==> config.mk <==
export PLATFORM = sky130hd
export DESIGN_NAME = snoop_mesi_array
export DESIGN_NICKNAME = d
export VERILOG_FILES = /design/src/rtl/snoop_mesi_array.sv
export SDC_FILE = /design/constraint.sdc
export NUM_CORES = 1
export LEC_CHECK = 0
export BUFFER_PORTS_ARGS = -buffer_cell sky130_fd_sc_hd__buf_2
export CORE_ASPECT_RATIO = 1.5
export CORE_MARGIN = 1
export CORE_UTILIZATION = 49
export DETAILED_ROUTE_END_ITERATION = 16
export PLACE_DENSITY = 0.76
export SLEW_MARGIN = 5
export SYNTH_ARGS = -nofsm -noshare
export SYNTH_HDL_FRONTEND = slang
export SYNTH_SLANG_ARGS = --single-unit
==> constraint.sdc <==
create_clock -name clock -period 1.93 [get_ports clock]
set_input_delay 0.193 -clock clock [delete_from_list [all_inputs] [get_ports clock]]
set_output_delay 0.193 -clock clock [all_outputs]
set_load 0.01 [all_outputs]
==> src/rtl/snoop_mesi_array.sv <==
// snoop_mesi_array: bus-side MESI snoop controller for a direct-mapped cache.
// Snoop results are registered with one-cycle latency; a Modified hit holds off the bus until the write-back is acked.
module snoop_mesi_array #(
  parameter int ADDR_WIDTH = 8,
  parameter int INDEX_WIDTH = 2
) (
  input  logic                          clock,
  input  logic                          reset,
  input  logic                          snoopValid,
  input  logic [1:0]                    snoopOp,
  input  logic [ADDR_WIDTH-1:0]         snoopAddr,
  output logic                          snoopReady,
  output logic                          snoopDone,
  output logic                          snoopHit,
  output logic                          sharedOut,
  output logic                          writeBack,
  output logic                          abortMemoryAccess,
  input  logic                          writeBackAck,
  input  logic                          localWrite,
  input  logic [ADDR_WIDTH-1:0]         localAddr,
  input  logic [1:0]                    localState,
  output logic                          localStall,
  input  logic [INDEX_WIDTH-1:0]        readIndex,
  output logic [1:0]                    readState,
  output logic [ADDR_WIDTH-INDEX_WIDTH-1:0] readTag
);
  localparam int TW = ADDR_WIDTH - INDEX_WIDTH;
  localparam int LINES = 2 ** INDEX_WIDTH;
  localparam logic [1:0] I = 2'b00, S = 2'b01, M = 2'b10;
  typedef enum logic {IDLE, WB} ctrlT;
  ctrlT ctrl;
  logic [1:0] lineState [LINES];
  logic [TW-1:0] lineTag [LINES];
  logic [INDEX_WIDTH-1:0] sIdx, lIdx;
  logic [TW-1:0] sTag;
  logic accept, hit;
  assign sIdx = snoopAddr[INDEX_WIDTH-1:0];
  assign sTag = snoopAddr[ADDR_WIDTH-1:INDEX_WIDTH];
  assign lIdx = localAddr[INDEX_WIDTH-1:0];
  assign accept = snoopValid && snoopReady;
  assign hit = accept && snoopOp != 2'b00 && lineState[sIdx] != I && lineTag[sIdx] == sTag;
  // An accepted snoop owns its line this cycle; a colliding local write is dropped
  assign localStall = localWrite && accept && lIdx == sIdx;
  assign readState = lineState[readIndex];
  assign readTag = lineTag[readIndex];
  always_ff @(posedge clock or posedge reset)
    if (reset) begin
      ctrl <= IDLE;
      snoopReady <= 1'b1;
      snoopDone <= 1'b0;
      snoopHit <= 1'b0;
      sharedOut <= 1'b0;
      writeBack <= 1'b0;
      abortMemoryAccess <= 1'b0;
      for (int i = 0; i < LINES; i++) begin
        lineState[i] <= I;
        lineTag[i] <= '0;
      end
    end else begin
      snoopDone <= accept;
      snoopHit <= hit;
      sharedOut <= hit && snoopOp == 2'b01;
      if (localWrite && !localStall) begin
        lineState[lIdx] <= localState;
        lineTag[lIdx] <= localAddr[ADDR_WIDTH-1:INDEX_WIDTH];
      end
      if (hit) lineState[sIdx] <= snoopOp == 2'b01 ? S : I;
      if (hit && lineState[sIdx] == M) begin
        ctrl <= WB;
        snoopReady <= 1'b0;
        writeBack <= 1'b1;
        abortMemoryAccess <= 1'b1;
      end else if (ctrl == WB && writeBackAck) begin
        ctrl <= IDLE;
        snoopReady <= 1'b1;
        writeBack <= 1'b0;
        abortMemoryAccess <= 1'b0;
      end
    end
endmodule

---- Yosys cells after proc, flatten, opt, wreduce, memory -nomap -nowiden ----
Cells that the tools add are included.
cells by class
  order comparisons ....................... 5
  equal/unequal tests ..................... 4
  multiplexer cells ....................... 28
  bitwise logic cells ..................... 3
  reductions and logical operators ........ 16
operator list
  operator            count
  $mux 6              5
  $bmux 6 s2          2
  $bwmux 24           1
  $bwmux 8            2
  $mux 8              2
  $demux 6 s2         1
  $logic_and 1x1->1   12
  $mux 2              6
  $ge 3x3->1 const B  3
  $not 2->3           3
  $bmux 2 s2          2
  $demux 2 s2         2
  $eq 6x6->1          1
  $lt 3x1->1 const B  2
  $reduce_bool 2->1   3
  $mux 1              5
  $eq 2x1->1 const B  1
  $eq 2x2->1          1
  $eq 2x2->1 const B  1
  $logic_not 1->1     1
storage, ports and cells
  register bits ........................... 37
  output and inout port bits .............. 15
  word-level logic and storage cells ...... 69

---- Depth between registers and ports, before layout ----
  depth in word-level cells ............... 9
  gate-level depth with buffers ........... 7
  gate-level depth less buffers ........... 6

---- Worst setup path after synthesis ----
No wires, ideal clock.
  kind .................................... flip-flop to flip-flop
  start point ............................. register lineTag[13] in the netlist's numbering
  end point ............................... register lineState[4] in the netlist's numbering
  library setup time ...................... 0.079 ns
  arrival time ............................ 1.780 ns
  setup slack ............................. 0.070 ns
  stages on the path, launching flop included .. 6
  path buffers ............................ 0
  path through ............................ dfrtp_1 mux4_1 xnor2_1 nand4_2 nor4b_2 mux2i_1
between the ends
  word-level cells in the longest chain between the ends .. 6
RTL lines
  element                                    line  source
  from (decl)                                33    logic [TW-1:0] lineTag [LINES];
  from (signal, indexed assignment)          65    lineTag[lIdx] <= localAddr[ADDR_WIDTH-1:INDEX_WIDTH];
  $bmux 6 s2                                 41    assign hit = accept && snoopOp != 2'b00 && lineState[sIdx] != I && lineTag[sIdx] == sTag;
  $mux 6 (not written as such) (2 in a row)  41
  $eq 6x6->1                                 41
  $logic_and 1x1->1                          41
  $mux 8                                     67    if (hit) lineState[sIdx] <= snoopOp == 2'b01 ? S : I;
  to (signal, indexed assignment)            64    lineState[lIdx] <= localState;
  to (signal, indexed assignment)            67
  to (decl)                                  32    logic [1:0] lineState [LINES];
No other way between the ends. The select of a mux whose other input is x is not followed.
A chain may end at the register's enable or synchronous reset.

---- Worst setup path after layout ----
  start point ............................. register lineTag[6] in the netlist's numbering
  end point ............................... register lineState[7] in the netlist's numbering
Same word-level chain as after synthesis.

==> metrics.txt <==
sequential-to-total area share from yosys stat 0.445; HP Class in -> async; Peak Freq roughly 480 MHz; CP max FO 2; crit-path max cell delay 490 ps; IO Pins 42; Synth cell types 35; Num CTS Buffers 5; CP required around 2100 ps; GPL Wtd Cong around 0.9; mapped cell area 2080 µm²; total of max-cap violations 0; run status finished with violations; critical path data arrival time 2270 ps; CP startpoint kind register; layout cell share with drive strength beyond 1 0.651; DRT iter0 DRCs 37; Initial Util 0.522; final hold violations 26; vias in the first global route 1660; CTS Sinks 37; CP cell instances mux4_2 > xnor2_2 > nand3b_1 > buf_4 > nor4_4 > buf_4 > nor2_2; DRT Wirelength 5.10 mm; unrepaired setup endpoints after global routing yes; Critical-path top delay cell mux4_2; CP most frequent cell buf_4; Post-Syn Instances 140; Async SR Flop Fraction 1.00; drt pass-1 iters 4; failing checks hold timing, setup timing; total grt overflow 0; largest net degree at the start of global routing 38; fin worst setup slack -147 ps; Yosys top cell by area dfrtp_1; Peak VDD IR 963 µV; Routed wire per std cell between 15 and 20 µm; fin cells between 200 and 300; die height between 80 and 90 µm; Yosys top cell area share 0.432; CTS max path bufs 2; delay-heaviest family, CP simple AND/OR/NAND/NOR gates; Post-DP HPWL 3.57 mm; TritonCTS clock tree yes; port buffer count 41; Worst-Skew Late Latency 300 ps; Post-Syn Area per Cell 14.9 µm²; top cells by count, synth dfrtp_1, mux2_2, mux2i_1; setup TNS -505 ps; dominant cells by area after synthesis dfrtp_1, mux2_2, mux4_2; Area growth syn-to-layout 34.3%; yosys synthesis warning count 0; CP endpoint kind register; die area 4520 µm²; Slew HR 0.683; first-pass GRT wire length 8.18 mm; diode count 0; vias per inst 5.88; clock skew approximately 9.0 ps; vias after detailed routing 1547; Slew @ Worst Pin 475 ps; Core ar. 3990 µm²; row count 28; Tot Pwr 2.57 mW; hold_ws -6.79 ps; count leader, synth dfrtp_1; Layout fillers 269; Reg clk slew, reported paths 80 ps; pwr/cell area 919 nW/µm²; Root Driver clkbuf_8; Crit Path Class reg -> reg; Buf/Inv on CP 2; EDFF count, synth 0; Die Wd around 55 µm; Leak between 1 and 1.5 nW; Top FF cell, synth dfrtp_1; GRT Total Usage 0.246; Post-Place Cells 246; max-slew violation count 0; Final min period a little over 2000 ps; final setup vio count 6; final period utilization 1.08; Mapped Nets 167; Final Net Count around 240; Synth Register Bits 37; initial antenna violation count 0; htree depth 2; antenna viol nets, final 0; DRC viols 0
## stage by stage
step | hold slack, ps | setup slack (ps) | utilization | cell area (µm²)
final | -6.79 | -147 | 0.701 | 2800
after global routing | 60.2 | -216 | 0.701 | 2800
after floorplan | 344 | 70.2 | - | 2080
after detailed placement | 333 | -311 | 0.627 | 2500
after global placement | 311 | -175 | 0.627 | 2500
after CTS | 9.38 | -93.8 | 0.681 | 2720
## state kept, by name, indices dropped and copies added (netlist names)
name / cells
lineTag: 24
lineState: 8
sharedOut: 1
snoopDone: 1
snoopHit: 1
snoopReady: 1
writeBack: 1
## placed cells by master, fill, tap and decap left out, drive strengths merged
master | netlist | layout
a21oi | 2 | 2
a22o | 1 | 1
a311o | 1 | 1
buf | 5 | 77
bufinv | 0 | 2
clkbuf | 2 | 5
dfrtp | 36 | 36
dfstp | 1 | 1
inv | 5 | 6
mux2 | 24 | 24
mux2i | 12 | 12
mux4 | 16 | 16
nand2 | 4 | 4
nand2b | 2 | 2
nand3 | 1 | 1
nand3b | 1 | 1
nand4 | 2 | 2
nor2 | 5 | 5
nor2b | 1 | 1
nor3 | 3 | 3
nor3b | 1 | 1
nor4 | 2 | 2
nor4b | 1 | 1
o2111ai | 2 | 2
o221ai | 1 | 1
o31ai | 1 | 1
xnor2 | 7 | 7
xor2 | 1 | 1
## worst register-to-register path, cell delays in order (launching register included)
cell	delay (ps)
dfrtp_1	390
mux4_2	490
xnor2_2	250
nand3b_1	160
buf_4	180
nor4_4	300
buf_4	170
nor2_2	40
## final timing paths
path / startpoint / to / slack (ps) / depth (start not counted)
hold / removal: reset / lineTag[7] / -7 / 3
max in group asynchronous: reset / snoopReady / 1590 / 3
setup reg to reg: lineTag[6] / lineState[7] / -150 / 7
hold reg to reg: snoopReady / snoopReady / 540 / 2
setup / recovery: lineTag[6] / lineState[7] / -150 / 7
min in group clock: writeBackAck / snoopReady / 150 / 3
## layer usage
metal | GRT usage | vias up | wire length [µm]
met5 | 0 | - | 0
met4 | 0.140 | 0 | 178
met3 | 0.0598 | 18 | 230
met2 | 0.417 | 51 | 2720
met1 | 0.287 | 788 | 1970
li1 | - | 690 | -
## report_power, final
group          total [mW]  internal [mW]  leakage (nW)  switching [mW]
registers           0.992          0.903         0.445          0.0896
logic               0.754          0.446         0.789           0.308
clock network       0.824          0.520        0.0687           0.304
total                2.57           1.87          1.30           0.702
## layout make-up
| class | instances | area (µm²) | area share |
|---|---|---|---|
| Clock buffer | 5 | 68.8 | 0.0246 |
| Clock inverter | 3 | 68.8 | 0.0246 |
| Inverter | 5 | 18.8 | 0.00671 |
| Multi-Input combinational cell | 91 | 1160 | 0.415 |
| Sequential cell | 37 | 927 | 0.331 |
| Tap cell | 45 | 56.3 | 0.0201 |
| Timing Repair Buffer | 77 | 495 | 0.177 |
## kinds of logic (layout without fill, tap and decap cells)
| logic type | count (synthesis) | in the layout | synth area share |
|---|---|---|---|
| simple gates | 23 | 23 | 0.0673 |
| mux | 52 | 52 | 0.369 |
| compound gates | 8 | 8 | 0.0384 |
| xor+xnor | 8 | 8 | 0.0444 |
| buf+inv | 12 | 90 | 0.0354 |
| flops | 37 | 37 | 0.445 |
## what timing repair did
item / 4_1_cts / 5_1_grt
resized for setup: 11 / 8
gates cloned: 0 / 0
setup buffers: 3 / 8
setup endpoints to repair: 8 / 10
pin swaps: 6 / 8
hold buffers: 0 / 0
Power figures use the tool's default switching activity.
